### src/rtl/sprite_scan_sched_if.sv
//------------------------------------------------------------------------------
// Module   : sprite_scan_sched_if
// Purpose  : Scan-side inputs and ROM-side outputs of the sprite scheduler.
// Revision : 1.0 - initial release
//------------------------------------------------------------------------------
`default_nettype none

interface sprite_scan_sched_if #(
    parameter int ADDR_W = 14
) ();
    logic              run;
    logic              frame_start;
    logic              de;
    logic [10:0]       h_pos;
    logic [10:0]       v_pos;
    logic [ADDR_W-1:0] rom_addr;
    logic              rom_rd_en;
    logic              spr_valid;
    logic              de_out;
    logic [10:0]       pos_x;
    logic [10:0]       pos_y;

    modport slave (
        input  run, frame_start, de, h_pos, v_pos,
        output rom_addr, rom_rd_en, spr_valid, de_out, pos_x, pos_y
    );

    modport master (
        output run, frame_start, de, h_pos, v_pos,
        input  rom_addr, rom_rd_en, spr_valid, de_out, pos_x, pos_y
    );
endinterface

`default_nettype wire

### src/rtl/sprite_scan_sched.sv
//------------------------------------------------------------------------------
// Module   : sprite_scan_sched
// Purpose  : Bouncing-sprite ROM read scheduler aligned to VGA scan-out.
// Revision : 1.0 - initial release
//------------------------------------------------------------------------------
`default_nettype none

module sprite_scan_sched #(
    parameter int H_ACTIVE = 640,
    parameter int V_ACTIVE = 480,
    parameter int SPR_W    = 48,
    parameter int SPR_H    = 48,
    parameter int STEP     = 1,
    parameter int ROM_LAT  = 1,
    parameter int ADDR_W   = 14
) (
    input  wire logic          clk,
    input  wire logic          rst,
    sprite_scan_sched_if.slave bus_if
);

    typedef enum logic [0:0] {
        S_IDLE   = 1'b0,
        S_ACTIVE = 1'b1
    } state_t;

    localparam logic [11:0] MAX_X   = 12'(H_ACTIVE - SPR_W);
    localparam logic [11:0] MAX_Y   = 12'(V_ACTIVE - SPR_H);
    localparam logic [11:0] STEP12  = 12'(STEP);
    localparam logic [11:0] SPR_W12 = 12'(SPR_W);
    localparam logic [11:0] SPR_H12 = 12'(SPR_H);
    localparam logic [10:0] INIT_X  = 11'((H_ACTIVE - SPR_W) / 2);
    localparam logic [10:0] INIT_Y  = 11'((V_ACTIVE - SPR_H) / 2);

    state_t              state_q, state_d;
    logic [10:0]         pos_x_q, pos_x_d;
    logic [10:0]         pos_y_q, pos_y_d;
    logic                dir_neg_x_q, dir_neg_x_d;
    logic                dir_neg_y_q, dir_neg_y_d;
    logic [ADDR_W-1:0]   rom_addr_q, rom_addr_d;
    logic [ROM_LAT:0]    hit_pipe_q;
    logic [ROM_LAT:0]    de_pipe_q;
    logic                hit;
    logic                upd;
    logic [11:0]         h_ext, v_ext, px_ext, py_ext;

    assign h_ext  = {1'b0, bus_if.h_pos};
    assign v_ext  = {1'b0, bus_if.v_pos};
    assign px_ext = {1'b0, pos_x_q};
    assign py_ext = {1'b0, pos_y_q};

    // Any frame_start with run moves the sprite, including the one that leaves IDLE.
    assign upd = bus_if.frame_start & bus_if.run;

    assign hit = (state_q == S_ACTIVE) & bus_if.de
               & (h_ext >= px_ext) & (h_ext < px_ext + SPR_W12)
               & (v_ext >= py_ext) & (v_ext < py_ext + SPR_H12);

    always_comb begin
        state_d     = state_q;
        pos_x_d     = pos_x_q;
        pos_y_d     = pos_y_q;
        dir_neg_x_d = dir_neg_x_q;
        dir_neg_y_d = dir_neg_y_q;
        rom_addr_d  = rom_addr_q;

        if (state_q == S_IDLE && bus_if.frame_start) begin
            state_d = S_ACTIVE;
        end

        if (upd) begin
            if (!dir_neg_x_q) begin
                if (px_ext + STEP12 >= MAX_X) begin
                    pos_x_d     = MAX_X[10:0];
                    dir_neg_x_d = 1'b1;
                end else begin
                    pos_x_d = pos_x_q + STEP12[10:0];
                end
            end else if (px_ext <= STEP12) begin
                pos_x_d     = '0;
                dir_neg_x_d = 1'b0;
            end else begin
                pos_x_d = pos_x_q - STEP12[10:0];
            end

            if (!dir_neg_y_q) begin
                if (py_ext + STEP12 >= MAX_Y) begin
                    pos_y_d     = MAX_Y[10:0];
                    dir_neg_y_d = 1'b1;
                end else begin
                    pos_y_d = pos_y_q + STEP12[10:0];
                end
            end else if (py_ext <= STEP12) begin
                pos_y_d     = '0;
                dir_neg_y_d = 1'b0;
            end else begin
                pos_y_d = pos_y_q - STEP12[10:0];
            end
        end

        // Offsets are non-negative whenever hit is set, so modular math is exact.
        if (hit) begin
            rom_addr_d = ADDR_W'(bus_if.v_pos - pos_y_q) * ADDR_W'(SPR_W)
                       + ADDR_W'(bus_if.h_pos - pos_x_q);
        end
    end

    always_ff @(posedge clk or posedge rst) begin
        if (rst) begin
            state_q     <= S_IDLE;
            pos_x_q     <= INIT_X;
            pos_y_q     <= INIT_Y;
            dir_neg_x_q <= 1'b0;
            dir_neg_y_q <= 1'b0;
            rom_addr_q  <= '0;
            hit_pipe_q  <= '0;
            de_pipe_q   <= '0;
        end else begin
            state_q     <= state_d;
            pos_x_q     <= pos_x_d;
            pos_y_q     <= pos_y_d;
            dir_neg_x_q <= dir_neg_x_d;
            dir_neg_y_q <= dir_neg_y_d;
            rom_addr_q  <= rom_addr_d;
            hit_pipe_q  <= {hit_pipe_q[ROM_LAT-1:0], hit};
            de_pipe_q   <= {de_pipe_q[ROM_LAT-1:0], bus_if.de};
        end
    end

    assign bus_if.rom_addr  = rom_addr_q;
    assign bus_if.rom_rd_en = hit_pipe_q[0];
    assign bus_if.spr_valid = hit_pipe_q[ROM_LAT];
    assign bus_if.de_out    = de_pipe_q[ROM_LAT];
    assign bus_if.pos_x     = pos_x_q;
    assign bus_if.pos_y     = pos_y_q;

endmodule

`default_nettype wire
### src/flat_wrapper.sv
// flat-port wrapper written by rule: the top's interface ports become plain ports
module sprite_scan_sched_flat 
#(
    parameter int H_ACTIVE = 640,
    parameter int V_ACTIVE = 480,
    parameter int SPR_W    = 48,
    parameter int SPR_H    = 48,
    parameter int STEP     = 1,
    parameter int ROM_LAT  = 1,
    parameter int ADDR_W   = 14
)
  (clk, rst, bus_if_run, bus_if_frame_start, bus_if_de, bus_if_h_pos, bus_if_v_pos, bus_if_rom_addr, bus_if_rom_rd_en, bus_if_spr_valid, bus_if_de_out, bus_if_pos_x, bus_if_pos_y);
  sprite_scan_sched_if #(.ADDR_W(ADDR_W)) bus_if_i ();
  input  wire logic clk;
  input  wire logic rst;
  input wire logic [$bits(bus_if_i.run)-1:0] bus_if_run;
  input wire logic [$bits(bus_if_i.frame_start)-1:0] bus_if_frame_start;
  input wire logic [$bits(bus_if_i.de)-1:0] bus_if_de;
  input wire logic [$bits(bus_if_i.h_pos)-1:0] bus_if_h_pos;
  input wire logic [$bits(bus_if_i.v_pos)-1:0] bus_if_v_pos;
  output wire logic [$bits(bus_if_i.rom_addr)-1:0] bus_if_rom_addr;
  output wire logic [$bits(bus_if_i.rom_rd_en)-1:0] bus_if_rom_rd_en;
  output wire logic [$bits(bus_if_i.spr_valid)-1:0] bus_if_spr_valid;
  output wire logic [$bits(bus_if_i.de_out)-1:0] bus_if_de_out;
  output wire logic [$bits(bus_if_i.pos_x)-1:0] bus_if_pos_x;
  output wire logic [$bits(bus_if_i.pos_y)-1:0] bus_if_pos_y;
  assign bus_if_i.run = bus_if_run;
  assign bus_if_i.frame_start = bus_if_frame_start;
  assign bus_if_i.de = bus_if_de;
  assign bus_if_i.h_pos = bus_if_h_pos;
  assign bus_if_i.v_pos = bus_if_v_pos;
  assign bus_if_rom_addr = bus_if_i.rom_addr;
  assign bus_if_rom_rd_en = bus_if_i.rom_rd_en;
  assign bus_if_spr_valid = bus_if_i.spr_valid;
  assign bus_if_de_out = bus_if_i.de_out;
  assign bus_if_pos_x = bus_if_i.pos_x;
  assign bus_if_pos_y = bus_if_i.pos_y;
  sprite_scan_sched #(.H_ACTIVE(H_ACTIVE), .V_ACTIVE(V_ACTIVE), .SPR_W(SPR_W), .SPR_H(SPR_H), .STEP(STEP), .ROM_LAT(ROM_LAT), .ADDR_W(ADDR_W)) u_core (.clk(clk), .rst(rst), .bus_if(bus_if_i));
endmodule
### config.mk
export PLATFORM = sky130hd
export DESIGN_NAME = sprite_scan_sched_flat
export DESIGN_NICKNAME = d
export VERILOG_FILES = /design/src/rtl/sprite_scan_sched_if.sv /design/src/rtl/sprite_scan_sched.sv /design/src/flat_wrapper.sv
export SDC_FILE = /design/constraint.sdc
export NUM_CORES = 1
export LEC_CHECK = 0
export BUFFER_PORTS_ARGS = -buffer_cell sky130_fd_sc_hd__buf_4
export CAP_MARGIN = 20
export CORE_MARGIN = 5
export CORE_UTILIZATION = 56
export DETAILED_ROUTE_END_ITERATION = 16
export GPL_ROUTABILITY_DRIVEN = 0
export GPL_TIMING_DRIVEN = 1
export HOLD_SLACK_MARGIN = 0.1
export PLACE_DENSITY = 0.78
export SLEW_MARGIN = 20
export SYNTH_ARGS = -nofsm -noshare
export SYNTH_HDL_FRONTEND = slang
export SYNTH_SLANG_ARGS = --single-unit
### constraint.sdc
create_clock -name clk -period 5.4 [get_ports clk]
set_input_delay 0.81 -clock clk [delete_from_list [all_inputs] [get_ports clk]]
set_output_delay 0.81 -clock clk [all_outputs]
set_load 0.005 [all_outputs]
==> impl_metrics.ini <==
[outcome]
status = complete, no violations

[pwr]
power.leakage_nw = 2.47
peakVddDrop_mv = 0.342
power_per_cell_area_nw_per_um2 = 669
finalPower_mw = 3.67

[detailed_routing]
ant_nets = 0
drc = 0
drt_iter0_drc = 247
vias = 4602
viasPerCell = 6.19
wirelength_mm = 12.5
wl_per_cell_um = 16.8
firstDrtPassIters = 5

[synth]
synth_area_um2 = 4840
yosys_warnings = 0
yosys.area.top_type = dfrtp_1
synth_commonest_cells = ha_1 (63), a21oi_1 (49), o21ai_0 (48), inv_1 (44)
syn_avg_cell_area_um2 = 8.29
synth_seq_area_share = 0.224
syn_nets = 678
synth-edff-count = 0
synth_area_leaders = dfrtp_1 (19%), ha_1 (16%), xnor2_1 (6.5%), a21oi_1 (5.1%), o21ai_0 (5.0%)
ys.flop_type = dfrtp_1
yosys.cell_count.top_type = ha_1
synthArstFlopShare = 1.00
syn_inst = 584
yosysUniqueCellTypes = 65
synth_seq_cells = 43
synth.top_cell.area_share = 0.186

[grt]
grt_overflow_total = 0
grt_max_degree = 44
grt_first_pass_wirelength_mm = 20.5
grt_pass1_vias = 4532
antenna_found_initial = 0
track_usage = 0.238

[clocking]
clock_latency_ns = 0.31
cts_resized = 0
postCtsSetupBuffers = 0
clock-sinks = 43
h-tree-depth = 2
clockRootBuffer = clkbuf_8
path_clk_slew_ns = 0.09
holdBufCountCts = 0
tritoncts = yes
cts_made_buffers = 5
clockBufferDepth = 2

[die]
coreArea_um2 = 8590
fp.dieH_um = 103
ios = 66
die_x_um = 103
dieArea_um2 = 10600
start_util = 0.564
num_rows = 34

[min_path]
worstHoldPathCells = 0
min_path_type = reg2reg

[finish]
diodes = 0
drive_above_1_share = 0.170
ff_latch_area_um2 = 1080
fin_cells = 744
area_growth_pct = 13.4
n_fill_cell = 741
final_nets = 729
design_area_um2 = 5490
multiInputGateArea_um2 = 3490

[sta]
rsz0062_at_grt = false
tightest_slew_ns = 0.949
relSlewSlack = 0.367
tns_ns = 0
finClkSkew_ns = 0.0112
setup_viol = 0
hold_viol_final = 0
finalMaxSlewViolations = 0
min_period_ns = 4.81
period_share = 0.891
timing.fmax_mhz = 208
fin_hold_ws_ns = 0.369

[setup_path]
cp-start-kind = flop
setup.worst_path.end_class = flop
critPathCapture = u_core.bus_if.rom_addr[13]
crit_type = reg2reg
crit_path_start = u_core.bus_if.pos_y[0]
rr_worst_depth = 20
cp_max_fo = 9
r2r_slack_ns = 0.59
r2r_end = u_core.bus_if.rom_addr[13]
required_ns = 5.59
timing.rr.start = u_core.bus_if.pos_y[0]
arrival_ns = 5.00

[placement]
dpl.hpwl_mm = 9.47
port_buffers = 65
dpl.cell_count = 736
dpl_cell_area_um2 = 5380

[run]
maxCapViolCount = 0
worst min path at each step:
stage | startpoint | endpoint | slack [ns]
finish | u_core.de_pipe_q[0] | u_core.de_pipe_q[1] | 0.37
global route | u_core.de_pipe_q[0] | u_core.de_pipe_q[1] | 0.38
CTS | u_core.de_pipe_q[0] | u_core.de_pipe_q[1] | 0.37
detailed placement | u_core.de_pipe_q[0] | u_core.de_pipe_q[1] | 0.36
global placement | u_core.de_pipe_q[0] | u_core.de_pipe_q[1] | 0.36
floorplan | u_core.de_pipe_q[0] | u_core.de_pipe_q[1] | 0.33
flip-flops by register name (all words and copies together), names as in the netlist:
signal	cells
u_core.bus_if.rom_addr	14
u_core.bus_if.pos_x	11
u_core.bus_if.pos_y	11
u_core.de_pipe_q	2
u_core.hit_pipe_q	2
u_core.dir_neg_x_q	1
u_core.dir_neg_y_q	1
u_core.state_q	1
where the power goes:
part / internal (mW) / total, mW / switching, mW
clock: 0.138 / 0.263 / 0.125
combinational: 1.35 / 2.77 / 1.41
sequential: 0.441 / 0.641 / 0.200
critical path, cell delays in order, from the launching register on:
cell and delay [ns]:
dfrtp_1 0.60, ha_1 0.24, inv_1 0.06, fa_1 0.40, a21o_1 0.17, a21oi_1 0.32, xnor2_1 0.15, ha_1 0.33
inv_1 0.06, nor2_1 0.14, nor2_1 0.07, xnor2_1 0.12, ha_1 0.34, or2_2 0.29, a21oi_1 0.16, a31oi_1 0.09
a21o_1 0.20, a21oi_1 0.14, xnor3_1 0.41, xor2_1 0.15, mux2_2 0.25
area by class of cell:
| cell class | count | share of cell area |
|---|---|---|
| Multi-Input combinational cell | 472 | 0.635 |
| Sequential cell | 43 | 0.197 |
| Timing Repair Buffer | 66 | 0.0902 |
| Inverter | 47 | 0.0321 |
| Tap cell | 108 | 0.0246 |
| Clock buffer | 5 | 0.0125 |
| Clock inverter | 3 | 0.00797 |
layer usage:
metal | part of all wire | track usage | vias up | routed length, um
met2 | 0.48 | 0.405 | 176 | 6040
met1 | 0.43 | 0.300 | 2144 | 5310
met4 | 0.022 | 0.0787 | 0 | 272
met3 | 0.068 | 0.0474 | 28 | 842
li1 | - | - | 2254 | -
met5 | 0 | 0 | - | 0
cell families (layout without fill, tap and decap cells):
kind of cell,count (synthesis),count (layout),share of synthesized area
flip-flops,43,43,0.224
XOR/XNOR,47,47,0.0878
multiplexers,17,17,0.0390
AND/OR/NAND/NOR,150,150,0.157
buffers and inverters,69,121,0.0558
adder cells (fa/ha/maj),67,67,0.179
AO/OA/AOI/OAI,191,191,0.257
cell usage in the layout, fill, tap and decap left out, types with 7 or more instances in the layout:
| cell type | instances |
|---|---|
| a21oi_1 | 49 |
| inv_1 | 43 |
| buf_4 | 66 |
| mux2_2 | 11 |
| a21o_1 | 13 |
| or2_2 | 7 |
| dfrtp_1 | 36 |
| nand3_1 | 14 |
| ha_1 | 63 |
| nor3_1 | 17 |
| xnor2_1 | 36 |
| o21a_1 | 9 |
| nor2_1 | 36 |
| xor2_1 | 10 |
| nand4_1 | 14 |
| nand2_1 | 31 |
| o21ai_0 | 48 |
| dfstp_2 | 7 |
| a31oi_1 | 11 |
through the flow:
step | util | setup WS (ns)
2_1_floorplan | - | 0.759
5_1_grt | 0.639 | 0.252
6_report | 0.639 | 0.591
3_3_place_gp | 0.626 | 0.487
4_1_cts | 0.639 | 0.630
3_5_place_dp | 0.626 | 0.335
(Power assumes the default switching activity.)
